[config.mk]
export PLATFORM = sky130hd
export DESIGN_NAME = time_adder_seq
export DESIGN_NICKNAME = d
export VERILOG_FILES = /design/src/rtl/time_adder_seq.sv
export SDC_FILE = /design/constraint.sdc
export NUM_CORES = 1
export LEC_CHECK = 0
export CAP_MARGIN = 20
export CORE_MARGIN = 2
export CORE_UTILIZATION = 45
export CTS_BUF_LIST = sky130_fd_sc_hd__clkbuf_2 sky130_fd_sc_hd__clkbuf_4 sky130_fd_sc_hd__clkbuf_8
export DETAILED_ROUTE_END_ITERATION = 12
export GPL_ROUTABILITY_DRIVEN = 0
export MAX_ROUTING_LAYER = met4
export PLACE_DENSITY_LB_ADDON = 0.1
export SYNTH_ARGS = -nofsm -noshare
export SYNTH_HDL_FRONTEND = slang
export SYNTH_SLANG_ARGS = --single-unit
export TNS_END_PERCENT = 1
[constraint.sdc]
create_clock -name clock -period 4.3 [get_ports clock]
set_input_delay 0.43 -clock clock [delete_from_list [all_inputs] [get_ports clock]]
set_output_delay 0.43 -clock clock [all_outputs]
set_load 0.02 [all_outputs]
[src/rtl/time_adder_seq.sv]
// Digit-serial BCD HH:MM:SS time adder: one digit per clock, seconds first, with a programmable hour ceiling.
// Defining TIME_ADDER_SUB_EN adds a 'sub' input that selects A - B with borrow propagation.
module time_adder_seq #(
  parameter int HOUR_MAX = 99,
  parameter bit SATURATE = 1'b1
) (
  input  logic       clock,
  input  logic       reset,
  input  logic       en,
`ifdef TIME_ADDER_SUB_EN
  input  logic       sub,
`endif
  input  logic [3:0] oHour10,
  input  logic [3:0] oHour1,
  input  logic [3:0] oMinute10,
  input  logic [3:0] oMinute1,
  input  logic [3:0] oSecond10,
  input  logic [3:0] oSecond1,
  input  logic [3:0] pHour10,
  input  logic [3:0] pHour1,
  input  logic [3:0] pMinute10,
  input  logic [3:0] pMinute1,
  input  logic [3:0] pSecond10,
  input  logic [3:0] pSecond1,
  output logic [3:0] Hour10,
  output logic [3:0] Hour1,
  output logic [3:0] Minute10,
  output logic [3:0] Minute1,
  output logic [3:0] Second10,
  output logic [3:0] Second1,
  output logic       busy,
  output logic       complete,
  output logic       recursive,
  output logic       overflow,
  output logic       err
);
  typedef enum logic [2:0] {IDLE, SEC1, SEC10, MIN1, MIN10, HR, DONE} state_t;

  state_t          state_q;
  logic [5:0][3:0] a_q, b_q, res_q;
  logic            carry_q;
`ifdef TIME_ADDER_SUB_EN
  logic            sub_q;
  logic [5:0]      diff_d;
  logic [7:0]      hdiff_d;
`endif

  // Digit index 5 is the hour tens digit, index 0 the second units digit.
  logic [5:0][3:0] a_in, b_in;
  assign a_in = {oHour10, oHour1, oMinute10, oMinute1, oSecond10, oSecond1};
  assign b_in = {pHour10, pHour1, pMinute10, pMinute1, pSecond10, pSecond1};
  assign {Hour10, Hour1, Minute10, Minute1, Second10, Second1} = res_q;

  function automatic logic operand_bad(input logic [5:0][3:0] d);
    logic [7:0] hrs;
    hrs = 8'(d[5]) * 8'd10 + 8'(d[4]);
    return (d[4] > 4'd9) || (d[2] > 4'd9) || (d[0] > 4'd9) ||
           (d[3] > 4'd5) || (d[1] > 4'd5) || (hrs > 8'(HOUR_MAX));
  endfunction

  logic [1:0]      step_idx;
  logic [4:0]      lim_d;
  logic [4:0]      sum_d;
  logic [3:0]      dig_d;
  logic            cout_d;
  logic [7:0]      ha_d, hb_d, hsum_d, hour_d;
  logic            hovf_d;
  logic [3:0][3:0] fill_d;
  logic [3:0]      hour_tens_d, hour_units_d;

  always_comb begin
    case (state_q)
      SEC10:   step_idx = 2'd1;
      MIN1:    step_idx = 2'd2;
      MIN10:   step_idx = 2'd3;
      default: step_idx = 2'd0;
    endcase
    lim_d  = step_idx[0] ? 5'd6 : 5'd10;
    sum_d  = {1'b0, a_q[step_idx]} + {1'b0, b_q[step_idx]} + {4'd0, carry_q};
    cout_d = (sum_d >= lim_d);
    dig_d  = cout_d ? 4'(sum_d - lim_d) : sum_d[3:0];
    ha_d   = 8'(a_q[5]) * 8'd10 + 8'(a_q[4]);
    hb_d   = 8'(b_q[5]) * 8'd10 + 8'(b_q[4]);
    hsum_d = ha_d + hb_d + {7'd0, carry_q};
    hovf_d = (hsum_d > 8'(HOUR_MAX));
    // Minutes:seconds forced in place when an overflow saturates.
    fill_d = {4'd5, 4'd9, 4'd5, 4'd9};
    if (!hovf_d)       hour_d = hsum_d;
    else if (SATURATE) hour_d = 8'(HOUR_MAX);
    else               hour_d = hsum_d - 8'(HOUR_MAX + 1);
`ifdef TIME_ADDER_SUB_EN
    diff_d  = {2'b00, a_q[step_idx]} - {2'b00, b_q[step_idx]} - {5'd0, carry_q};
    hdiff_d = ha_d - hb_d - {7'd0, carry_q};
    if (sub_q) begin
      cout_d = diff_d[5];
      dig_d  = cout_d ? 4'(diff_d + {1'b0, lim_d}) : diff_d[3:0];
      hovf_d = (ha_d < (hb_d + {7'd0, carry_q}));
      fill_d = '0;
      if (!hovf_d)       hour_d = hdiff_d;
      else if (SATURATE) hour_d = 8'd0;
      else               hour_d = hdiff_d + 8'(HOUR_MAX + 1);
    end
`endif
    hour_tens_d  = 4'(hour_d / 8'd10);
    hour_units_d = 4'(hour_d % 8'd10);
  end

  always_ff @(posedge clock or posedge reset) begin
    if (reset) begin
      state_q   <= IDLE;
      a_q       <= '0;
      b_q       <= '0;
      res_q     <= '0;
      carry_q   <= 1'b0;
      busy      <= 1'b0;
      complete  <= 1'b0;
      recursive <= 1'b0;
      overflow  <= 1'b0;
      err       <= 1'b0;
`ifdef TIME_ADDER_SUB_EN
      sub_q     <= 1'b0;
`endif
    end else begin
      complete <= 1'b0;
      case (state_q)
        IDLE: begin
          if (en) begin
            a_q       <= a_in;
            b_q       <= b_in;
            carry_q   <= 1'b0;
            err       <= operand_bad(a_in) | operand_bad(b_in);
            recursive <= 1'b0;
            overflow  <= 1'b0;
            busy      <= 1'b1;
`ifdef TIME_ADDER_SUB_EN
            sub_q     <= sub;
`endif
            state_q   <= SEC1;
          end
        end
        SEC1, SEC10, MIN1, MIN10: begin
          res_q[step_idx] <= err ? 4'd0 : dig_d;
          carry_q         <= cout_d;
          if (!err && cout_d) recursive <= 1'b1;
          case (state_q)
            SEC1:    state_q <= SEC10;
            SEC10:   state_q <= MIN1;
            MIN1:    state_q <= MIN10;
            default: state_q <= HR;
          endcase
        end
        HR: begin
          if (err) begin
            res_q[5:4] <= '0;
          end else begin
            res_q[5] <= hour_tens_d;
            res_q[4] <= hour_units_d;
            if (hovf_d) begin
              overflow  <= 1'b1;
              recursive <= 1'b1;
              if (SATURATE) res_q[3:0] <= fill_d;
            end
          end
          complete <= 1'b1;
          state_q  <= DONE;
        end
        DONE: begin
          busy    <= 1'b0;
          state_q <= IDLE;
        end
        default: state_q <= IDLE;
      endcase
    end
  end
endmodule

# == After elaboration in Yosys (flattened, before gate mapping) ==
# Index checks and enable logic that the tools add are counted.
# op_classes
bitwise_logic,1
eq_ne,10
addsub,9
reduce_logical,26
mul,4
muxes,29
n_lt_le_gt_ge,16
div_mod_pow,2
# ops
cell,count
$pmux 24 s2,1
$add 8x4->8,4
$mux 16,2
$mul 4x3->7 const B,4
$bwmux 24,1
$gt 4x4->1 const B,6
$gt 8x7->1 const B,3
$mux 4,6
$pmux 3 s3,2
$bmux 4 s2,2
$gt 4x3->1 const B,4
$mux 8,2
$logic_or 1x1->1,10
$eq 3x3->1 const B,3
$add 8x1->8,1
$add 8x8->8,1
$demux 4 s2,1
$div 8x4->8 const B,1
$mod 8x4->8 const B,1
$ne 2x2->1 const B,4
$reduce_bool 2->1,4
$eq 3x2->1 const B,2
$mux 1,6
$pmux 1 s2,3
other kinds (20),23
# totals
regBits,81
in_bits,51
wordCells,122
out_inout_bits,29

# == Depth between registers and ports, before layout ==
# Gate-level depths: netlist of the first run.
# depth
ltp_word,11
ltp_mapped,21
depth_no_buf,20

# == Least setup slack after synthesis of the first run ==
# OpenSTA, ideal clock, no wires.
# synth_timing
kind,reg-to-reg
start,reg a_q[22] (netlist name)
end,reg res_q (netlist bit Hour1[3])
period_less_slack_ns,4.317
path_slack_ns,-0.017
required_time_ns,4.220
path_stages_with_launch,16
setup_ns,0.080
t_arrival_ns,4.237
path_buffers,1
path_cell_list,dfrtp_1 ha_1 inv_1 fa_1 fa_1 inv_1 fa_1 and3_2 or3_4 and2_1 buf_6 o32ai_2 o211ai_1 ha_1 or3_1 o211ai_2
# synth_between
elab_chain_cells,9
# synth_rtl
item,line,source
from (decl),40,"logic [5:0][3:0] a_q, b_q, res_q;"
from (signal assigned),128,a_q <= a_in;
$mul 4x3->7 *,82,ha_d = 8'(a_q[5]) * 8'd10 + 8'(a_q[4]);
$add 8x4->8 *,82,
$add 8x8->8 *,84,"hsum_d = ha_d + hb_d + {7'd0, carry_q};"
$add 8x1->8 *,84,
$gt 8x7->1,85,hovf_d = (hsum_d > 8'(HOUR_MAX));
$mux 8 *,88,if (!hovf_d) hour_d = hsum_d;
$mod 8x4->8 *,105,hour_units_d = 4'(hour_d % 8'd10);
$mux 8 *,153,if (err) begin
$pmux 24 s2 *,125,case (state_q)
"to (signal, indexed assignment)",142,res_q[step_idx] <= err ? 4'd0 : dig_d;
to (decl),40,
# Mark *: on every way between the ends. The rest lies on a longest branch, timed or not.
# A chain may end at the register's enable or synchronous reset.

# == Worst setup path in the final report of the first run ==
# layout_timing
start,reg a_q[21] (netlist name)
end,reg res_q (netlist bit Hour1[3])
# The elaborated chain is that of the path after synthesis.

==> out/metrics.csv, run 1 <==
stage;metric;value;unit
outcome;status;completed;
placement;dp_slack;-0.0188;ns
critical_path;crit_required;4.59;ns
clock_tree;clkSlewWorstSetupHoldPaths;0.08;ns
clock_tree;cts-buffers-inserted;9;
logic_synthesis;syn_nets;651;
final_layout;area_delta_synth_final;28.1;%
clock_tree;cts_sinks;81;
sta;timing.slew.headroom;0.378;
sta;setup_tns;0;ns
drt;wire_per_inst;16.1;um
clock_tree;cts_buffer_depth;2;
drt;vias_per_cell;5.61;
final_layout;layout.nets;753;
floorplan;start_util;0.457;
clock_tree;cts_max_level;3;
logic_synthesis;yosys_most_used_dff;dfrtp_1;
final_layout;n_antenna_cell;0;
grt;grt_pass1_vias;4270;
logic_synthesis;synthTopCellsByArea;dfrtp_1 (37%), ha_1 (9.0%), mux2_2 (7.9%), fa_1 (6.2%), nand2_1 (3.4%);
logic_synthesis;syn_area;5450;um^2
drt;dr.pass1.iters;5;
critical_path;critPathLaunchType;flop;
logic_synthesis;netlist_instances;544;
floorplan;die_w;114;um
critical_path;reg2reg_depth;15;
logic_synthesis;synth_edf_count;0;
logic_synthesis;synth.top_cell.area_share;0.372;
placement;port_buffers;79;
grt;grt_max_degree;60;
critical_path;crit_path_end_kind;flop;
logic_synthesis;ys_seq_elements;81;
sta;setup_viol;0;
clock_tree;clk_latency;0.36;ns
floorplan;core;11900;um^2
floorplan;row_count;40;
grt;antenna_found_initial;0;
placement;dp_hpwl;9890;um
logic_synthesis;syn_area_per_cell;10.0;um^2
logic_synthesis;yosys.area.top_type;dfrtp_1;
floorplan;pin_count;80;
drt;routed_wl;12800;um
grt;grt_overflow;0;
sta;min_period_over_period;0.962;
critical_path;worstPathMaxFanout;4;
critical_path;critPathArrivalTime;4.42;ns
placement;dp.cells;776;
final_layout;fillCellCount;1056;
logic_synthesis;synth_common_cells;dfrtp_1 (81), nand2_1 (50), inv_1 (44);
logic_synthesis;yosys_warnings;0;
logic_synthesis;yosysMostFrequentCell;dfrtp_1;
clock_tree;clock-root-buffer;clkbuf_8;
critical_path;crit_type;flop to flop;
drt;first_iter_violations;199;
min_path;hold_depth;2;
sta;fmax;0.242;GHz
sta;fin_ws;0.162;ns
sta;drv_slew;0;
flow_run;cap_violations;0;
final_layout;drive_above_1_share;0.214;
sta;post-route-min-period;4.14;ns
sta;max_slew.worst_pin.slew;0.933;ns
grt;grt_pass1_wl;20800;um
sta;fin_skew;0.00797;ns
final_layout;instances_no_fill;797;
floorplan;die_h;114;um
sta;hold_viol_final;0;
grt;gr-usage-all-layers;0.207;
logic_synthesis;synth_cell_types;68;
logic_synthesis;yosysSeqAreaShare;0.372;
drt;vias;4471;
clock_tree;cts_tree;yes;
logic_synthesis;ys_async_sr_fraction;1.00;
drt;ant_nets;0;
min_path;hold_class;flop to flop;
sta;whs;0.486;ns
floorplan;die_area;13000;um^2
drt;route.detailed.drc;0;
## per-layer routing
metal,up-vias,GRT usage,share of wire
met5,-,-,0
met4,0,0.0512,0.011
met3,10,0.0372,0.044
met2,121,0.323,0.47
met1,2190,0.283,0.47
li1,2150,-,-
## registers in the layout, indices dropped and copies added (netlist names), 3 cells and up
register,flops
Minute10,4
Hour1,4
a_q,24
Minute1,4
state_q,3
b_q,24
Second1,4
Second10,4
Hour10,4
## layout by cell type (no fill, tap or decap), types with 7 or more instances in the layout
cell / instances
dfrtp_1: 80
clkdlybuf4s50_1: 79
nand2_1: 48
inv_1: 41
mux2_2: 38
o21ai_0: 35
buf_4: 34
a21oi_1: 31
ha_1: 31
nor2_1: 27
fa_1: 16
nand3_1: 12
clkbuf_8: 10
a21o_1: 9
mux2i_1: 9
o21ai_1: 7
xor2_1: 7
xnor2_1: 7
## cell families (layout without fill, tap and decap cells)
group | Yosys count | count (layout) | share of synthesized area
AOI/OAI and AO/OA | 147 | 147 | 0.182
and+or+nand+nor | 126 | 126 | 0.113
DFF | 81 | 81 | 0.372
buffers and inverters | 66 | 172 | 0.0469
adders and majority gates | 56 | 56 | 0.152
muxes | 51 | 51 | 0.102
xor gates and xnor gates | 17 | 17 | 0.0312
## final timing paths
path	to	startpoint	slack, ns
min in group asynchronous	complete	reset	0.56
worst min-delay path	Hour10[1]	Hour10[1]	0.49
max in group asynchronous	b_q[23]	reset	2.80
worst max register to register	Hour1[3]	a_q[21]	0.16
worst max-delay path	Hour1[3]	a_q[21]	0.16
worst min register to register	Hour10[1]	Hour10[1]	0.49
## stage by stage
step / util / instance area (um^2)
finish: 0.586 / 6980
floorplan: - / 5450
CTS: 0.569 / 6780
global placement: 0.550 / 6550
detailed placement: 0.550 / 6550
global route: 0.586 / 6980
## worst max-delay path, stage by stage, from the launching register on
cell      delay, ns
dfrtp_1        0.39
ha_1           0.31
ha_1           0.22
fa_1           0.38
xor2_1         0.16
ha_1           0.34
ha_4           0.27
ha_4           0.25
or3_4          0.38
and2_1         0.20
nor3_2         0.15
o21a_1         0.12
o211ai_1       0.13
ha_2           0.24
or3_1          0.36
o211ai_2       0.16
## final cells by class
cell class              count  area, um^2  area share
clock buffers              10         138      0.0197
clock inverters             5        80.1      0.0115
inverters                  44         166      0.0239
multi-input cells         397        3330       0.478
flip-flops and latches     81        2030       0.291
well taps                 147         184      0.0264
repair buffers            113        1050       0.150
## timing repair
action / CTS / global route
gates resized for setup: 2 / 29
buffers inserted: 0 / 6
pin swaps: 0 / 14
setup endpoints to repair: 6 / 17
cloned: 0 / 0
hold buffers: 0 / 0
Power of run 1 is left out: the tool's default activity adds up to more than one toggle a clock period on the data nets, which glitch-free logic cannot reach.
==> run 2: changes to the inputs <==
--- a/config.mk
+++ b/config.mk
@@ -7,10 +7,9 @@
 export LEC_CHECK = 0
 export CAP_MARGIN = 20
 export CORE_MARGIN = 2
-export CORE_UTILIZATION = 45
+export CORE_UTILIZATION = 32
 export CTS_BUF_LIST = sky130_fd_sc_hd__clkbuf_2 sky130_fd_sc_hd__clkbuf_4 sky130_fd_sc_hd__clkbuf_8
 export DETAILED_ROUTE_END_ITERATION = 12
-export GPL_ROUTABILITY_DRIVEN = 0
 export MAX_ROUTING_LAYER = met4
 export PLACE_DENSITY_LB_ADDON = 0.1
 export SYNTH_ARGS = -nofsm -noshare
==> run 2 against run 1 <==
  * Critical path depth stayed put
  * Global-route usage is 4.6 points lower
  * Clock skew is 0.00089 ns higher
  * Highest routed layer unchanged
  * Critical endpoint unchanged
  * Maximum frequency is 0.22% lower
  * Register-to-register slack hardly changed
  * Non-clock buffer count is 6 higher
  * Sequential share of layout area is 0.34 points lower
  * Worst setup slack worse by 0.0091 ns
  * Critical path type unchanged
  * Via count is 2.1% lower
==> out/metrics.csv, run 2 (same netlist as run 1, synthesis figures left out) <==
stage;metric;value;unit
drt;routed_wl;13600;um
floorplan;row_count;47;
placement;dp.cells;856;
sta;drv_slew;0;
critical_path;critPathLaunchType;flop;
final_layout;n_antenna_cell;0;
critical_path;crit_type;flop to flop;
clock_tree;cts_buffer_depth;2;
final_layout;final_cell_mix;dfrtp_1 (81), clkdlybuf4s50_1 (79), nand2_1 (50);
grt;grt_max_degree;60;
critical_path;r2r_start;a_q[21];
drt;route.detailed.drc;0;
critical_path;worstPathMaxFanout;4;
grt;grt_overflow;0;
drt;dr.pass1.iters;4;
critical_path;critPathArrivalTime;4.44;ns
critical_path;worstReg2RegEnd;Hour1[3];
grt;grt_pass1_wl;22300;um
sta;rsz0062_at_grt;true;
sta;max_slew.worst_pin.slew;0.868;ns
placement;dp_hpwl;10500;um
floorplan;core;16600;um^2
floorplan;die_area;18100;um^2
sta;min_period_over_period;0.964;
floorplan;start_util;0.329;
floorplan;die_w;134;um
final_layout;area_delta_synth_final;29.5;%
drt;vias;4378;
sta;fmax;0.241;GHz
placement;port_buffers;79;
sta;post-route-min-period;4.15;ns
drt;ant_nets;0;
sta;fin_skew;0.00887;ns
clock_tree;cts_sinks;81;
sta;hold_viol_final;0;
drt;first_iter_violations;262;
grt;gr-usage-all-layers;0.161;
placement;place_congestion;0.892;
outcome;status;completed;
flow_run;cap_violations;0;
drt;wire_per_inst;15.6;um
final_layout;layout.nets;759;
sta;whs;0.315;ns
clock_tree;cts_max_level;3;
clock_tree;cts_tree;yes;
critical_path;crit_path_end_kind;flop;
min_path;hold_class;input port to async pin;
final_layout;fillCellCount;1638;
floorplan;pin_count;80;
clock_tree;clk_latency;0.37;ns
clock_tree;clock-root-buffer;clkbuf_8;
sta;timing.slew.headroom;0.414;
critical_path;regToRegSetupSlack;0.15;ns
clock_tree;hold_buffers;0;
final_layout;drive_above_1_share;0.202;
sta;setup_viol;0;
final_layout;layout_commonest_cell;dfrtp_1;
critical_path;reg2reg_depth;15;
clock_tree;cts-buffers-inserted;9;
floorplan;die_h;134;um
grt;grt_pass1_vias;4364;
clock_tree;clkSlewWorstSetupHoldPaths;0.08;ns
critical_path;crit_required;4.59;ns
final_layout;instances_no_fill;874;
final_layout;reg_top3;a_q x24, b_q x24;
grt;antenna_found_initial;0;
drt;vias_per_cell;5.01;
[run 2: cell count changes in the layout (fill, tap and decap cells not counted), sizes merged]
cell      delta
clkbuf       -1
buf          +6
bufinv       +1
clkinvlp     -2
[run 2: per-layer routing]
layer	vias up	track usage	part of all wire
met2	99	0.241	0.45
met5	-	-	0
met3	14	0.0300	0.043
li1	2152	-	-
met4	0	0.0480	0.016
met1	2113	0.223	0.49
[run 2: how the worst max path moves through the flow]
| stage | start | to | slack, ns |
|---|---|---|---|
| 2_1_floorplan | state_q[2] | Minute1[3] | -0.007 |
| 3_3_place_gp | a_q[21] | Hour1[3] | 0.03 |
| 3_5_place_dp | a_q[21] | Hour1[3] | -0.04 |
| 4_1_cts | a_q[21] | Hour1[3] | 0.02 |
| 5_1_grt | state_q[1] | Second10[2] | -0.03 |
| 6_report | a_q[21] | Hour1[3] | 0.15 |
[run 2: through the flow]
stage | setup WS, ns | setup TNS, ns | util | cell area (um^2)
floorplan | -0.00713 | -0.00713 | - | 5450
detailed placement | -0.0450 | -0.0450 | 0.404 | 6700
global route | -0.0269 | -0.0946 | 0.425 | 7060
global placement | 0.0297 | 0 | 0.404 | 6700
CTS | 0.0208 | 0 | 0.418 | 6930
finish | 0.153 | 0 | 0.425 | 7060
[run 2: worst max-delay path, cell delays in order (launching register included)]
cell and delay [ns]:
dfrtp_1 0.39, ha_1 0.31, ha_2 0.20, fa_2 0.52, ha_1 0.25, ha_4 0.26, ha_4 0.24, a21o_1 0.19
or3_4 0.36, and2_4 0.18, nor3_2 0.16, o21a_1 0.13, o211ai_1 0.13, ha_2 0.24, or3_1 0.36, o211ai_2 0.16
[run 2: area by class of cell]
class,count,area [um^2],area share
inverter,44,166,0.0236
sequential,81,2030,0.287
clock buffer,9,124,0.0176
clock inverter,4,95.1,0.0135
tap,220,275,0.0390
timing repair buffer,119,1100,0.156
multi-input combinational,397,3260,0.463
[run 2: what timing repair did]
| item | CTS | global route |
|---|---|---|
| pin swaps | 1 | 7 |
| gates resized for setup | 2 | 18 |
| setup endpoints to repair | 1 | 16 |
| buffers inserted | 0 | 4 |
Power of run 2 is left out for the same reason.
